[src/rtl/pipe_cla_adder.sv]
// pipe_cla_adder
// Pipelined carry-lookahead adder/subtractor. The operands are split into STAGES
// chunks of CW = WIDTH/STAGES bits. Chunk k is added by a CW-bit CLA in front of
// stage register k. The carry out of that chunk is registered and feeds the next
// stage. Operand chunks that are still pending travel alongside the partial sum.
// Stage register STAGES-1 drives the outputs directly.
//
// Ports
//   clk        rising-edge clock
//   rst        asynchronous reset, active-high; clears valids and the result outputs
//   flush      synchronous; clears every in-flight valid bit, drops the offered beat
//   in_valid   operand beat valid          in_ready   beat can be accepted this cycle
//   a, b       operands (WIDTH)            cin        carry-in (ignored when sub=1)
//   sub        1: sum = a - b
//   out_valid  result valid                out_ready  downstream accepts result
//   sum        result (WIDTH)              cout       carry out of the MSB (sub: 1 = no borrow)
//   ovf        signed overflow of the effective operands
module pipe_cla_adder #(
   parameter int WIDTH  = 32,
   parameter int STAGES = 2
) (
   input  logic             clk,
   input  logic             rst,
   input  logic             flush,
   input  logic             in_valid,
   output logic             in_ready,
   input  logic [WIDTH-1:0] a,
   input  logic [WIDTH-1:0] b,
   input  logic             cin,
   input  logic             sub,
   output logic             out_valid,
   input  logic             out_ready,
   output logic [WIDTH-1:0] sum,
   output logic             cout,
   output logic             ovf
);

   localparam int CW = WIDTH / STAGES;

   if (STAGES < 1 || (WIDTH % STAGES) != 0) begin : g_bad_cfg
      $error("pipe_cla_adder: WIDTH must be a positive multiple of STAGES");
   end

   // CW-bit carry-lookahead add. Every carry is formed directly from the
   // generate/propagate terms below it rather than from the previous carry.
   // Returns {carry_out, sum}.
   function automatic logic [CW:0] cla_add(input logic [CW-1:0] x,
                                           input logic [CW-1:0] y,
                                           input logic          ci);
      logic [CW-1:0] g;
      logic [CW-1:0] p;
      logic [CW:0]   c;
      logic          term;
      g    = x & y;
      p    = x ^ y;
      c    = '0;
      c[0] = ci;
      for (int i = 1; i <= CW; i++) begin
         term = ci;
         for (int j = 0; j < i; j++) term = term & p[j];
         c[i] = term;
         for (int j = 0; j < i; j++) begin
            term = g[j];
            for (int m = j + 1; m < i; m++) term = term & p[m];
            c[i] = c[i] | term;
         end
      end
      return {c[CW], p ^ c[CW-1:0]};
   endfunction

   logic              stall;
   logic              adv;
   logic [WIDTH-1:0]  b_eff;
   logic [STAGES-1:0] vld_p;

   assign stall     = out_valid & ~out_ready;
   assign adv       = ~stall;
   assign in_ready  = ~stall;
   assign out_valid = vld_p[STAGES-1];

   // Subtraction is a + ~b + 1; the inversion happens before the first register.
   assign b_eff = sub ? ~b : b;

   // Valid bits shift as one unit. Bubbles are never compressed.
   // Flush wins over both stall and accept.
   always_ff @(posedge clk or posedge rst) begin
      if (rst) begin
         vld_p <= '0;
      end else if (flush) begin
         vld_p <= '0;
      end else if (adv) begin
         vld_p[0] <= in_valid;
         for (int s = 1; s < STAGES; s++) vld_p[s] <= vld_p[s-1];
      end
   end

   for (genvar k = 0; k < STAGES; k++) begin : g_stg
      localparam int HI = WIDTH - k * CW;   // operand bits not yet added

      logic [HI-1:0]       x_s;
      logic [HI-1:0]       y_s;
      logic                c_s;
      logic [CW:0]         r_s;
      logic [(k+1)*CW-1:0] sum_s;

      // ---- stage k input: raw operands or stage k-1 register ----
      if (k == 0) begin : g_src
         assign x_s   = a;
         assign y_s   = b_eff;
         assign c_s   = sub | cin;
         assign sum_s = r_s[CW-1:0];
      end else begin : g_src
         assign x_s   = g_stg[k-1].g_pend.a_p;
         assign y_s   = g_stg[k-1].g_pend.b_p;
         assign c_s   = g_stg[k-1].g_pend.cy_p;
         assign sum_s = {r_s[CW-1:0], g_stg[k-1].g_pend.sum_p};
      end

      assign r_s = cla_add(x_s[CW-1:0], y_s[CW-1:0], c_s);

      // ---- stage k register ----
      if (k < STAGES - 1) begin : g_pend
         logic [HI-CW-1:0]    a_p;
         logic [HI-CW-1:0]    b_p;
         logic                cy_p;
         logic [(k+1)*CW-1:0] sum_p;

         always_ff @(posedge clk) begin
            if (adv) begin
               a_p   <= x_s[HI-1:CW];
               b_p   <= y_s[HI-1:CW];
               cy_p  <= r_s[CW];
               sum_p <= sum_s;
            end
         end
      end else begin : g_last
         logic             ovf_d;
         logic [WIDTH-1:0] sum_p;
         logic             cout_p;
         logic             ovf_p;

         // The top chunk holds the operand sign bits, so overflow is decided here.
         assign ovf_d = (x_s[HI-1] == y_s[HI-1]) & (r_s[CW-1] != x_s[HI-1]);

         always_ff @(posedge clk or posedge rst) begin
            if (rst) begin
               sum_p  <= '0;
               cout_p <= 1'b0;
               ovf_p  <= 1'b0;
            end else if (adv) begin
               sum_p  <= sum_s;
               cout_p <= r_s[CW];
               ovf_p  <= ovf_d;
            end
         end

         assign sum  = sum_p;
         assign cout = cout_p;
         assign ovf  = ovf_p;
      end
   end

endmodule

[config.mk]
export PLATFORM = sky130hd
export DESIGN_NAME = pipe_cla_adder
export DESIGN_NICKNAME = d
export VERILOG_FILES = /design/src/rtl/pipe_cla_adder.sv
export SDC_FILE = /design/constraint.sdc
export NUM_CORES = 1
export LEC_CHECK = 0
export CORE_MARGIN = 1
export CORE_UTILIZATION = 51
export CTS_BUF_LIST = sky130_fd_sc_hd__clkbuf_4 sky130_fd_sc_hd__clkbuf_8
export CTS_CLUSTER_SIZE = 20
export DETAILED_ROUTE_END_ITERATION = 10
export GPL_TIMING_DRIVEN = 1
export HOLD_SLACK_MARGIN = 0.03
export PLACE_DENSITY = 0.82
export SLEW_MARGIN = 20
export SYNTH_ARGS = -nofsm -noshare
export SYNTH_HDL_FRONTEND = slang
export SYNTH_SLANG_ARGS = --single-unit
[constraint.sdc]
create_clock -name clk -period 4.3 [get_ports clk]
set_input_delay 0.86 -clock clk [delete_from_list [all_inputs] [get_ports clk]]
set_output_delay 0.86 -clock clk [all_outputs]
set_load 0.005 [all_outputs]
Word-level counts from Yosys, hierarchy flattened
Cells that the tools add are included.
{"block": "op_classes", "n_mux": 3, "bitwise": 556, "n_eq_ne": 3}
{"op": "1-bit AND", "count": 274}
{"op": "1-bit bitwise OR", "count": 273}
{"op": "16-bit XOR", "count": 4}
{"op": "16-bit AND", "count": 2}
{"op": "32-bit 2-to-1 mux", "count": 1}
{"op": "32-bit NOT", "count": 1}
{"op": "2-bit 2-to-1 mux", "count": 2}
{"op": "2-bit inequality test, second input constant", "count": 1}
{"op": "1-bit NOT", "count": 2}
{"op": "1-bit == test", "count": 1}
{"op": "1-bit inequality test", "count": 1}
{"block": "word_totals", "regBits": 85, "output_inout_bits": 36, "wordCells": 570}

Longest topological paths before layout
Gate-level depths: netlist of run 1.
{"block": "logic_depth", "word_depth": 35, "ltp_mapped": 12, "mapped_depth_nobuf": 11}

Worst setup path before layout of run 1
OpenSTA, ideal clock, no wires.
{"block": "synth_timing", "kind": "input -> output", "start": "input out_ready", "end": "output in_ready", "t_required_ps": 3440, "setup_slack_ps": 452, "path_buffers": 3, "arrival_ps": 2988, "cell_stages": 5, "path_cell_list": "nor2b_1 -> clkbuf_1 -> inv_1 -> clkbuf_1 -> buf_1"}
{"block": "synth_via", "elab_chain_len": 3}
{"item": "from (decl)", "line_no": "32", "source": "input logic out_ready,"}
{"item": "1-bit NOT", "line_no": "76", "source": "assign stall = out_valid & ~out_ready;"}
{"item": "1-bit AND", "line_no": "76"}
{"item": "1-bit NOT", "line_no": "78", "source": "assign in_ready = ~stall;"}
{"item": "to (decl)", "line_no": "26", "source": "output logic in_ready,"}
No other way between the ends.

Final worst setup path of run 1
{"block": "layout_timing", "start": "input sub", "end": "register g_stg[0].g_pend.cy_p, data pin"}
{"block": "layout_via", "elab_chain_len": 34, "elab_cells_between_ends": 156, "cone_classes": "1 x mux; 155 x bitwise"}
{"item": "from (decl)", "line_no": "30", "source": "input logic sub,"}
{"item": "32-bit 2-to-1 mux", "line_no": "82", "source": "assign b_eff = sub ? ~b : b;"}
{"item": "16-bit XOR", "line_no": "55", "source": "p = x ^ y;"}
{"item": "1-bit AND (16 in a row)", "line_no": "60", "source": "for (int j = 0; j < i; j++) term = term & p[j];"}
{"item": "1-bit bitwise OR (15 in a row)", "line_no": "65", "source": "c[i] = c[i] | term;"}
{"item": "1-bit bitwise OR *", "line_no": "65"}
{"item": "named net g_stg[0].r_s[16]", "line_no": "103", "source": "logic [CW:0] r_s;"}
{"item": "to (signal assigned)", "line_no": "132", "source": "cy_p <= r_s[CW];"}
{"item": "to (decl)", "line_no": "125", "source": "logic cy_p;"}
Mark *: on every way through the listed nets, which the timed path passes. The rest lies on a longest branch.
A chain may end at the register's enable or synchronous reset.

==> qor.yml, run 1 <==
synth_ff_type: "edfxtp_1"
worst-path-max-fanout: 21
cp-start-kind: "input pin"
dr_total_vias: 3028
die_x_um: 94.1
initial_core_util_pct: 52.6
antenna_found_initial: 0
cts_sinks: 85
place_ws_ns: 0.440
viasPerCell: 5.11
gp_congestion: 0.788
synth_warnings: 0
path_clk_slew_ns: 0.09
die_area_um2: 8850
rsz0062_at_grt: "no"
leakage_nw: 2.38
whs_path_depth: 2
layout-drive-gt1-share_pct: 7.19
maxSlewHeadroom_pct: 34.7
r2r_cells: 10
placed_area_um2: 5500
cts_tree: "yes"
grt_pass1_wl_mm: 13.6
coreArea_um2: 8220
ir_worst_vdd_mv: 0.178
final_nets: 590
fin_crit_sh_pct: 80.9
cts.repair.resized: 0
grtUsageMet2_pct: 35.8
die_h_um: 94.1
cp.arrival_ns: 3.59
overflow: 0
dr.first_iter.drc_count: 59
setup_ws_ns: 0.822
cp.required_ns: 4.41
antenna_cells: 0
post_cts_buffers: 0
io_buffers: 106
fin_skew_ns: 0.0127
total_power_mw: 2.46
track_usage_pct: 20.6
power_density_nw_per_um2: 431
grt_pass1_vias: 3119
first_pass_iters: 4
dp_hpwl_mm: 6.04
syn_avg_cell_area_um2: 11.6
fin_crit_ns: 3.48
antenna_left: 0
wl_mm: 8.24
yosys.area.top_type: "edfxtp_1"
synth_edf_count: 49
placed_cells: 577
final_hold_viol_count: 0
whs_ns: 0.448
synthArstFlopShare_pct: 42.4
crit_path_end_kind: "register"
htree_levels: 3
fin_area_um2: 5710
syn_nets: 481
crit_type: "in -> reg"
cts_hold_buf: 0
synth_cell_type_count: 39
syn_inst: 374
grt_use_met1_pct: 23.0
fillers: 597
final_cells: 592
cts_made_buffers: 9
tightest_slew_ns: 0.979
ys_seq_area_share_pct: 54.9
status: "completed"
hp-class: "reg -> reg"
grt.busiest_layer: "met2"
synth_seq_cells: 85
syn2layout_area_growth_pct: 32.1
clk_latency_ns: 0.35
grt_max_degree: 88
ios: 107
routedWlPerCell_um: 13.9
drv_cap: 0
finish.utilization_pct: 69.5
setup_tns_ns: 0
synth_top_area_share_pct: 34.0
clock.fmax_mhz: 288
netlist_area_um2: 4320
setup_viol: 0
cts-root-buf: "clkbuf_8"
synthTopCellsByArea: "edfxtp_1 (34%), dfrtp_1 (21%), ha_1 (9.8%)"
cts_buffer_depth: 2
use_met3_pct: 6.63
post-route-drc-count: 0
placementRows: 33
slew_viol_final: 0
placed cells by master, fill, tap and decap left out, types with 3 or more instances in the layout:
master / instances
o21a_1: 8
clkbuf_8: 9
nor2b_1: 5
nand2_1: 67
o21ai_1: 4
inv_1: 5
ha_1: 34
nor3_1: 8
dfrtp_1: 36
a21oi_1: 21
nor2_1: 30
buf_4: 4
clkdlybuf4s50_1: 105
o21ai_0: 3
o31ai_1: 4
edfxtp_1: 49
nand2b_1: 3
xnor2_1: 13
xor2_1: 40
logic make-up after synthesis:
logic type | synth area share (%)
buffers and inverters | 1.65
AOI/OAI and AO/OA | 9.41
DFF | 54.9
adders and majority gates | 10.8
xor gates and xnor gates | 10.7
and+or+nand+nor | 12.5
final cells by class:
class                           count  area (um^2)  area share [%]
Clock buffer                        9          124            2.17
Clock inverter                      6         88.8            1.56
Inverter                            7         27.5           0.482
Multi-Input combinational cell    270         1880            32.9
Sequential cell                    85         2370            41.5
Tap cell                          105          131            2.30
Timing Repair Buffer              110         1090            19.0
per-layer routing:
layer / vias to the layer above / routed length (um)
li1: 1500 / -
met1: 1424 / 3390
met2: 89 / 4230
met3: 15 / 469
met4: 0 / 156
met5: - / 0
synthesized netlist by cell type, types with 3 or more instances:
master    instances
nor3_1            8
nand2b_1          3
o21ai_1           4
ha_1             34
edfxtp_1         49
o31ai_1           4
nand2_1          67
clkbuf_1          8
buf_1             4
xnor2_1          13
a21oi_1          21
xor2_1           40
o21a_1            8
dfrtp_1          36
nor2_1           30
nor2b_1           6
o21ai_0           3
inv_1             7
worst paths after layout:
path | startpoint | endpoint | slack, ns
max | sub | g_stg[0].g_pend.cy_p$_DFFE_PN_ | 0.82
min | g_stg[0].g_pend.sum_p[7]$_DFFE_PN_ | sum[7]$_DFFE_PP0N_ | 0.45
max reg2reg | g_stg[0].g_pend.a_p[0]$_DFFE_PN_ | sum[31]$_DFFE_PP0N_ | 1.62
min reg2reg | g_stg[0].g_pend.sum_p[7]$_DFFE_PN_ | sum[7]$_DFFE_PP0N_ | 0.45
max in group asynchronous | rst | sum[19]$_DFFE_PP0N_ | 3.02
min in group asynchronous | rst | sum[0]$_DFFE_PP0N_ | 0.93
state kept, by name, indices dropped and copies added (netlist names):
signal and flops:
g_stg.g_pend.cy_p 1, cout 1, vld_p 2, g_stg.g_pend.a_p 16, ovf 1, g_stg.g_pend.b_p 16, sum 32, g_stg.g_pend.sum_p 16
where the power goes:
part	total (mW)	switching, mW	internal, mW
clock	0.604	0.280	0.324
sequential	1.14	0.0800	1.06
combinational	0.717	0.302	0.415
critical path, cell delays in order:
cell	delay [ns]
buf_2	0.31
buf_4	0.40
xor2_1	0.19
ha_1	0.29
and2_1	0.21
a311oi_1	0.43
a21boi_2	0.13
o31a_1	0.30
o31a_1	0.26
or2_1	0.21
Note: power is estimated with default switching activity, not from simulation.
==> run 2: changes to the inputs <==
clock period = 3.2 ns   (was 4.3 ns; I/O delays follow)
==> run 2 against run 1 <==
  * Largest cell class unchanged
  * Sequential share of layout area down 0.96 points
  * Global-route usage down 0.71 points
  * Clock skew down 0.0045 ns
  * Hold slack better by 0.0021 ns
  * Die area unchanged
  * First-iteration DRC count up 95%
  * Sequential power up 34%
  * Combinational power up 39%
  * Utilization up 1.6 points
  * Largest power group unchanged
  * Sequential cell count unchanged
  * Via count up 2.3%
==> qor.yml, run 2 (synthesis results as in run 1) <==
tightest_slew_ns: 0.934  # was 0.979 ns
final_cells: 606  # was 592
routedWlPerCell_um: 13.6  # was 13.9 um
status: "completed"  # unchanged
grt_pass1_vias: 2982  # was 3,119
slew_viol_final: 0  # unchanged
die_area_um2: 8850  # unchanged
dp_hpwl_mm: 6.23  # was 6.04 mm
io_buffers: 106  # unchanged
gp_congestion: 0.863  # was 0.788
setup_viol: 0  # unchanged
grt_pass1_wl_mm: 13.2  # was 13.6 mm
fin_area_um2: 5850  # was 5710 um^2
fin_crit_ns: 3.09
fin_crit_sh_pct: 96.5
largest_reg_flops: 32  # unchanged
cts_sinks: 85  # unchanged
dr_total_vias: 3097  # was 3,028
overflow: 0  # unchanged
cts_buffer_depth: 2  # unchanged
multiInputGateArea_um2: 1880  # unchanged
crit_type: "in -> reg"  # unchanged
regArea_um2: 2370  # unchanged
placementRows: 33  # unchanged
grt_max_degree: 88  # unchanged
layout-drive-gt1-share_pct: 9.58  # was 7.19%
initial_core_util_pct: 52.6  # unchanged
r2r_cells: 10  # unchanged
ir_worst_vdd_mv: 0.236  # was 0.178 mV
finish.utilization_pct: 71.1  # was 69.5%
total_power_mw: 3.36  # was 2.46 mW
crit_path_end_kind: "register"  # unchanged
dr.first_iter.drc_count: 115  # was 59
hp-class: "reg -> reg"  # unchanged
cp.arrival_ns: 3.20  # was 3.59 ns
leakage_nw: 2.47  # was 2.38 nW
final_common_cell: "clkdlybuf4s50_1"  # unchanged
setup_ws_ns: 0.113  # was 0.822 ns
track_usage_pct: 19.9  # was 20.6%
post-route-drc-count: 0  # unchanged
antenna_found_initial: 0  # unchanged
path_clk_slew_ns: 0.09  # about the same
clock.fmax_mhz: 324
die_x_um: 94.1  # unchanged
viasPerCell: 5.11  # about the same
ios: 107  # unchanged
antenna_cells: 0  # unchanged
cp.required_ns: 3.31  # was 4.41 ns
placed_area_um2: 5610  # was 5500 um^2
final_nets: 603  # was 590
cts_made_buffers: 9  # unchanged
cts-root-buf: "clkbuf_8"  # unchanged
cp-start-kind: "input pin"  # unchanged
place_ws_ns: -0.327  # was 0.440 ns
htree_levels: 3  # unchanged
die_h_um: 94.1  # unchanged
wl_mm: 8.27  # was 8.24 mm
fin_skew_ns: 0.00826  # was 0.0127 ns
worst-path-max-fanout: 2  # was 21
maxSlewHeadroom_pct: 37.4  # was 34.7%
final_hold_viol_count: 0  # unchanged
syn2layout_area_growth_pct: 35.3  # was 32.1%
drv_cap: 0  # unchanged
clk_latency_ns: 0.35  # about the same
fillers: 602  # was 597
first_pass_iters: 4  # unchanged
coreArea_um2: 8220  # unchanged
whs_path_depth: 2  # unchanged
final_cell_mix: "clkdlybuf4s50_1 (104), nand2_1 (67), edfxtp_1 (49)"  # was clkdlybuf4s50_1 (105), nand2_1 (67), edfxtp_1 (49)
cts_tree: "yes"  # unchanged
placed_cells: 588  # was 577
antenna_left: 0  # unchanged
power_density_nw_per_um2: 575  # was 431 nW/um^2
rsz0062_at_grt: "no"  # unchanged
-- run 2: stage by stage --
stage / TNS, ns / hold WS [ns]
floorplan: -0.0893 / 0.422
global placement: -0.411 / 0.425
detailed placement: -1.04 / 0.434
CTS: 0 / 0.453
global route: 0 / 0.473
finish: 0 / 0.450
-- run 2: cell type report --
class,instances,area share [%]
Multi-Input combinational cell,270,32.2
Clock buffer,9,2.12
Tap cell,105,2.25
Timing Repair Buffer,123,20.7
Inverter,7,0.471
Sequential cell,85,40.6
Clock inverter,7,1.69
-- run 2: critical path, stage by stage --
cell,delay (ns)
clkdlybuf4s50_1,0.48
ha_1,0.23
ha_1,0.18
o21a_1,0.23
nor4_4,0.35
o31ai_4,0.10
nand4_2,0.13
a21boi_2,0.07
o31a_1,0.31
o31a_1,0.29
or2_1,0.20
-- run 2: metal layers --
| metal | GRT usage, % | up-vias | part of all wire [%] |
|---|---|---|---|
| met5 | 0 | - | 0 |
| met4 | 7.31 | 0 | 1.9 |
| met1 | 23.1 | 1462 | 41 |
| li1 | - | 1530 | - |
| met2 | 33.6 | 90 | 50 |
| met3 | 6.96 | 15 | 6.5 |
-- run 2: timing repair --
item                                    in CTS  in global routing
setup buffers                                0                  2
gates resized for setup                      0                  1
hold buffers                                 0                  0
endpoints found under the setup margin       0                  1
endpoints found under the hold margin        0                  0
-- run 2: path summary, 6_finish.rpt --
check	from	to	slack, ns
max in group asynchronous	rst	sum[25]$_DFFE_PP0N_	1.89
worst max-delay path	a[0]	g_stg[0].g_pend.cy_p$_DFFE_PN_	0.11
worst max register to register	g_stg[0].g_pend.a_p[0]$_DFFE_PN_	sum[31]$_DFFE_PP0N_	0.53
worst min register to register	g_stg[0].g_pend.sum_p[5]$_DFFE_PN_	sum[5]$_DFFE_PP0N_	0.45
min in group asynchronous	rst	sum[0]$_DFFE_PP0N_	0.68
worst min-delay path	g_stg[0].g_pend.sum_p[5]$_DFFE_PN_	sum[5]$_DFFE_PP0N_	0.45
-- run 2: power breakdown --
| part | internal, mW | switching (mW) | leakage (nW) | total [mW] |
|---|---|---|---|---|
| clock | 0.444 | 0.389 | 0.111 | 0.833 |
| sequential | 1.42 | 0.107 | 0.934 | 1.53 |
| combinational | 0.588 | 0.413 | 1.43 | 1.00 |
==> run 3: changes to the inputs <==
HOLD_SLACK_MARGIN = unset   (was 0.03)
==> results of run 3 <==
Same layout as run 2: the final DEF is identical, and so are final timing and power.
